--- src/rtl/instruction_fetch.sv ---
// Instruction fetch stage: PC register, same-cycle instruction memory read, IF/ID pipeline register.
// Optional macro PC_BOUNDS_EN confines the PC to the first MEM_BYTES bytes of instruction memory.
module instruction_fetch #(
    parameter logic [31:0] RESET_PC  = 32'h00000000,
    parameter int unsigned MEM_BYTES = 256
) (
    input  logic        clk,
    input  logic        reset,
    input  logic        stall,
    input  logic        branch_taken,
    input  logic [31:0] branch_target,
    input  logic [31:0] instruction,
    output logic [31:0] PC_address,
    output logic [31:0] IF_ID_instruction,
    output logic [31:0] IF_ID_PC_plus4,
    output logic        IF_ID_valid,
    output logic [31:0] fetch_count
);

    localparam logic [31:0] WORD_MASK = 32'hFFFF_FFFC;

    logic [31:0] pc_q, pc_d;
    logic [31:0] instr_q, instr_d;
    logic [31:0] pc_plus4_q, pc_plus4_d;
    logic        valid_q, valid_d;
    logic [31:0] count_q, count_d;

    logic [31:0] pc_plus4;
    logic [31:0] seq_pc;
    logic [31:0] redirect_pc;

    assign pc_plus4 = pc_q + 32'd4;

`ifdef PC_BOUNDS_EN
    localparam logic [32:0] MEM_LIMIT = 33'(MEM_BYTES);
    logic [32:0] pc_plus4_wide;

    // Compare in 33 bits so a PC near the top of the address space still wraps to 0.
    assign pc_plus4_wide = {1'b0, pc_q} + 33'd4;
    assign seq_pc        = (pc_plus4_wide >= MEM_LIMIT) ? 32'd0 : pc_plus4;
    assign redirect_pc   = (branch_target % 32'(MEM_BYTES)) & WORD_MASK;
`else
    assign seq_pc      = pc_plus4;
    assign redirect_pc = branch_target & WORD_MASK;
`endif

    always_comb begin
        pc_d       = pc_q;
        instr_d    = instr_q;
        pc_plus4_d = pc_plus4_q;
        valid_d    = valid_q;
        count_d    = count_q;
        if (branch_taken) begin
            // Squash the word fetched this cycle; it belongs to the wrong path.
            pc_d       = redirect_pc;
            instr_d    = 32'd0;
            pc_plus4_d = 32'd0;
            valid_d    = 1'b0;
        end else if (!stall) begin
            pc_d       = seq_pc;
            instr_d    = instruction;
            pc_plus4_d = pc_plus4;
            valid_d    = 1'b1;
            count_d    = count_q + 32'd1;
        end
    end

    always_ff @(posedge clk) begin
        if (reset) begin
            pc_q       <= RESET_PC & WORD_MASK;
            instr_q    <= 32'd0;
            pc_plus4_q <= 32'd0;
            valid_q    <= 1'b0;
            count_q    <= 32'd0;
        end else begin
            pc_q       <= pc_d;
            instr_q    <= instr_d;
            pc_plus4_q <= pc_plus4_d;
            valid_q    <= valid_d;
            count_q    <= count_d;
        end
    end

    assign PC_address        = pc_q;
    assign IF_ID_instruction = instr_q;
    assign IF_ID_PC_plus4    = pc_plus4_q;
    assign IF_ID_valid       = valid_q;
    assign fetch_count       = count_q;

endmodule

--- config.mk ---
export PLATFORM = sky130hd
export DESIGN_NAME = instruction_fetch
export DESIGN_NICKNAME = d
export VERILOG_FILES = /design/src/rtl/instruction_fetch.sv
export SDC_FILE = /design/constraint.sdc
export NUM_CORES = 1
export LEC_CHECK = 0
export BUFFER_PORTS_ARGS = -buffer_cell sky130_fd_sc_hd__buf_2
export CORE_MARGIN = 10
export CORE_UTILIZATION = 50
export DETAILED_ROUTE_END_ITERATION = 10
export HOLD_SLACK_MARGIN = 0.05
export PLACE_DENSITY = 0.84
export SLEW_MARGIN = 20
export SYNTH_ARGS = -nofsm -noshare
export SYNTH_HDL_FRONTEND = slang
export SYNTH_SLANG_ARGS = --single-unit
--- constraint.sdc ---
create_clock -name clk -period 2.5 [get_ports clk]
set_clock_uncertainty 0.15 [all_clocks]
set_input_delay 0.5 -clock clk [delete_from_list [all_inputs] [get_ports clk]]
set_output_delay 0.5 -clock clk [all_outputs]
set_load 0.005 [all_outputs]
### Word-level counts from Yosys, hierarchy flattened

Index checks and enable logic that the tools add are counted.
Widths: inputs -> output; s select.

| storage, ports and cells | value |
|---|---|
| bits in registers | 129 |
| input port bits | 68 |
| output and inout bits | 129 |

| operators by class | value |
|---|---|
| add/subtract/negate cells | 2 |
| equality and inequality tests | 1 |
| muxes and demuxes | 2 |
| bitwise gates (word level) | 2 |
| reductions and logical operators | 2 |

Operator list:

| kind | count |
|---|---|
| $mux 32 | 2 |
| $add 32x1->32 const B | 1 |
| $add 32x3->32 const B | 1 |
| $ne 2x1->1 const B | 1 |
| $not 1->1 | 2 |
| $reduce_and 2->1 | 1 |
| $reduce_or 2->1 | 1 |

### Depth between registers and ports, before layout

| logic depth | value |
|---|---|
| word-level depth | 3 |
| gate-level depth with buffers | 7 |
| depth with buffers taken out | 6 |

### Worst setup path before layout

Ideal clock, no wire load.

| timing | value |
|---|---|
| kind | register -> register |
| from | register pc_q[10] (netlist: PC_address[10]) |
| to | register pc_plus4_q[23] (netlist: IF_ID_PC_plus4[23]) |
| setup time | 0.115 ns |
| data arrival time | 1.901 ns |
| setup slack | 0.335 ns |
| stages on the path, launching flop included | 7 |
| path through | dfxtp_1 -> clkbuf_2 -> nand3_4 -> or4_4 -> or3_4 -> xnor2_2 -> o21a_1 |

| on the way | value |
|---|---|
| word-level cells in the longest chain between the ends | 1 |

RTL lines:

| element | line | text |
|---|---|---|
| start, declared | 22 | `logic [31:0] pc_q, pc_d;` |
| start signal, assigned | 70 | `pc_q <= RESET_PC & WORD_MASK;` |
| start signal, assigned | 76 | `pc_q <= pc_d;` |
| $add 32x3->32 | 32 | `assign pc_plus4 = pc_q + 32'd4;` |
| end signal, assigned | 78 | `pc_plus4_q <= pc_plus4_d;` |
| end, declared | 24 | `logic [31:0] pc_plus4_q, pc_plus4_d;` |

No other way between the ends.
A chain may end at the register's enable or synchronous reset.

### Worst setup path in the final report

| timing | value |
|---|---|
| from | register pc_q[3] (netlist: PC_address[3]) |
| to | register pc_plus4_q[30] (netlist: IF_ID_PC_plus4[30]) |

The elaborated chain is that of the path after synthesis.

==> flow_metrics.py <==
metrics = {
    "synth": {
        "ys_seq_area_share_pct": 42.7,
        "yosysUniqueCellTypes": 50,
        "synth_top_family_by_area": "simple AND/OR/NAND/NOR gates",
        "synth_edf_count": 0,
        "yosys_warnings": 0,
        "ys.flop_type": "dfxtp_1",
        "synthArstFlopShare_pct": 0,
        "synth_area_um2": 5860,
        "synth_fa_ha_area_share_pct": 0.427,
        "avgSynthCellArea_um2": 8.64,
        "synth_compound_area_share_pct": 8.67,
        "ys_ff_latch": 125,
        "synthCells": 678,
        "synthMuxAreaShare_pct": 6.86,
        "synth_xor_area_share_pct": 11.9,
        "yosys.area_share.simple_pct": 24.0,
    },
    "clock_tree": {
        "clk_latency_ns": 0.42,
        "cts-root-buf": "clkbuf_16",
        "holdBufCountCts": 0,
        "postCtsSetupBuffers": 0,
        "cts_buffers": 17,
        "cts_tree": "yes",
        "clk_pin_slew_ns": 0.06,
        "htree_levels": 4,
        "cts.sinks": 125,
        "cts_resized": 0,
        "clockBufferDepth": 2,
    },
    "critical_path": {
        "ff2ff_path_depth": 6,
        "crit_path_start_kind": "flip-flop",
        "crit_required_ns": 2.66,
        "worstReg2RegEnd": "IF_ID_PC_plus4[30]",
        "crit_arrival_ns": 2.47,
        "critPathLaunch": "PC_address[3]",
        "worst-setup-path-type": "reg2reg",
        "reg2reg_from": "PC_address[3]",
        "r2r_slack_ns": 0.19,
        "crit_fanout": 10,
        "critPathCapture": "IF_ID_PC_plus4[30]",
        "endpoint_kind": "flip-flop",
    },
    "grt": {
        "gr-total-overflow": 0,
        "grt_pass1_vias": 5353,
        "grt_max_degree": 82,
        "grt_pass1_wl_mm": 27.2,
        "antenna_found_initial": 1,
        "grt_usage_pct": 20.2,
    },
    "route": {
        "ant_nets": 0,
        "dr_total_vias": 5442,
        "totalWireLength_mm": 17.3,
        "drc_errors": 0,
        "wire_per_inst_um": 17.0,
        "drt_pre_antenna_iters": 7,
        "viasPerCell": 5.33,
        "drt_iter0_markers": 352,
    },
    "timing": {
        "max_slew_margin_pct": 55.3,
        "fin_setup_tns_ns": 0,
        "worst_pin_slew_ns": 0.664,
        "fin_ws_ns": 0.188,
        "slew_viol_final": 0,
        "max_freq_ghz": 0.432,
        "hold_viol_final": 0,
        "rsz0062_at_grt": "no",
        "finalSetupViolations": 0,
        "post-route-period-util_pct": 92.5,
        "layout_min_cycle_time_ns": 2.31,
    },
    "floorplanning": {
        "coreArea_um2": 11500,
        "design.die.area_um2": 16400,
        "die_height_um": 128,
        "rows": 39,
        "die_x_um": 128,
        "ioPinCount": 197,
        "initial_core_util_pct": 51.1,
    },
    "final_layout": {
        "stdcell_area_um2": 7650,
        "antenna_cells": 0,
        "area_delta_synth_final_pct": 30.7,
        "drive_above_1_share_pct": 30.2,
        "nets": 935,
    },
    "flow_run": {
        "cap_violations": 0,
    },
    "worst_hold_path": {
        "hold_path_class": "in2reg",
    },
    "power": {
        "max-vdd-ir-drop_v": 0.000745,
        "leakage_nw": 3.48,
        "p_per_area_nw_per_um2": 688,
    },
    "status": {
        "status": "completed",
    },
    "placement": {
        "placed_cell_area_um2": 7010,
        "post-place-ws_ns": 0.259,
        "post-dp-hpwl_mm": 12.7,
        "routabilityCongestion": 0.929,
        "port_buffers": 190,
    },
}
worst max-delay path, stage by stage, from the launching register on:
cell     delay, ns
dfxtp_1       0.46
ha_1          0.32
nand4_1       0.17
nor3_2        0.54
nand3_1       0.21
xnor2_1       0.17
o21a_1        0.17
cells in the final DEF, fill, tap and decap left out, types with 6 or more instances in the layout:
cell type	netlist	final
buf_4	5	28
dfxtp_1	125	125
xor2_1	52	52
and3_1	8	8
nand4_1	33	33
inv_1	20	20
nand2_1	38	38
o21ai_0	7	7
and2_1	6	6
buf_2	11	189
a21oi_1	36	36
nor4_1	7	7
clkbuf_16	0	17
a211oi_1	18	18
nand3_1	30	30
o21a_1	15	15
inv_6	0	7
xnor2_1	26	26
nor2_1	109	109
mux2i_1	39	39
nor3_1	8	8
nor2b_1	8	8
flip-flops by register name, indices dropped and copies added, names as in the netlist:
register,count
IF_ID_valid,1
PC_address,30
IF_ID_instruction,32
fetch_count,32
IF_ID_PC_plus4,30
cell usage after synthesis (all sizes together) (2+ instances only):
cell type	n	share of area, %
o22ai	2	0.21
dfxtp	125	43
nand3b	2	0.26
nor2b	8	0.85
or4	2	0.32
nor3	10	1.0
mux2i	39	6.7
a21oi	36	3.1
xor2	52	7.8
o21a	15	1.9
nand2b	2	0.21
nand4	33	3.5
nor4	11	1.8
or3	3	0.41
and3	8	0.85
o21ai	7	0.60
xnor2	27	4.2
inv	20	1.3
nand2	38	2.4
buf	23	2.0
clkbuf	31	2.0
and2	8	0.85
and4	3	0.45
ha	2	0.43
nor2	109	7.0
a211oi	18	2.3
nand3	32	3.2
power breakdown:
group / switching [mW] / total [mW] / internal (mW)
registers: 0.0720 / 2.13 / 2.06
clock network: 0.995 / 2.70 / 1.71
logic: 0.226 / 0.429 / 0.202
per-layer routing:
| metal | up-vias | global-route usage, % | part of all wire, % |
|---|---|---|---|
| li1 | 2689 | - | - |
| met5 | - | 0 | 0 |
| met1 | 2511 | 22.1 | 39 |
| met4 | 0 | 6.56 | 1.5 |
| met3 | 25 | 8.06 | 9.7 |
| met2 | 217 | 34.8 | 50 |
final cells by class:
class	count	area (µm²)
well taps	143	179
fillers	940	3810
clock inverters	15	221
repair buffers	219	1200
flip-flops and latches	125	2500
multi-input cells	482	3050
clock buffers	17	425
inverters	20	75.1
cells by family (layout without fill, tap and decap cells):
group	Yosys count	after routing
AND/OR/NAND/NOR	275	275
AO/OA/AOI/OAI	82	82
XOR/XNOR	79	79
flip-flops	125	125
multiplexers	40	40
other	1	4
buffers and inverters	74	271
adder cells (fa/ha/maj)	2	2
through the flow:
step	power [mW]	hold slack, ns	utilization (%)	instances
floorplan	2.41	0.292	-	681
global placement	2.59	0.280	61.1	989
detailed placement	2.60	0.296	61.1	989
CTS	5.30	0.151	66.7	1021
global route	5.43	0.159	66.7	1021
finish	5.26	0.160	66.7	1021
worst min-delay path by stage:
stage | start | end | slack (ns) | cells after the start
after floorplan | IF_ID_valid | IF_ID_valid | 0.29 | 2
after global placement | IF_ID_valid | IF_ID_valid | 0.28 | 2
after detailed placement | IF_ID_valid | IF_ID_valid | 0.30 | 2
after global routing | instruction[17] | IF_ID_instruction[17] | 0.16 | 3
after CTS | instruction[21] | IF_ID_instruction[21] | 0.15 | 3
final | instruction[21] | IF_ID_instruction[21] | 0.16 | 3
No activity file was read; power rests on OpenSTA's default activity.
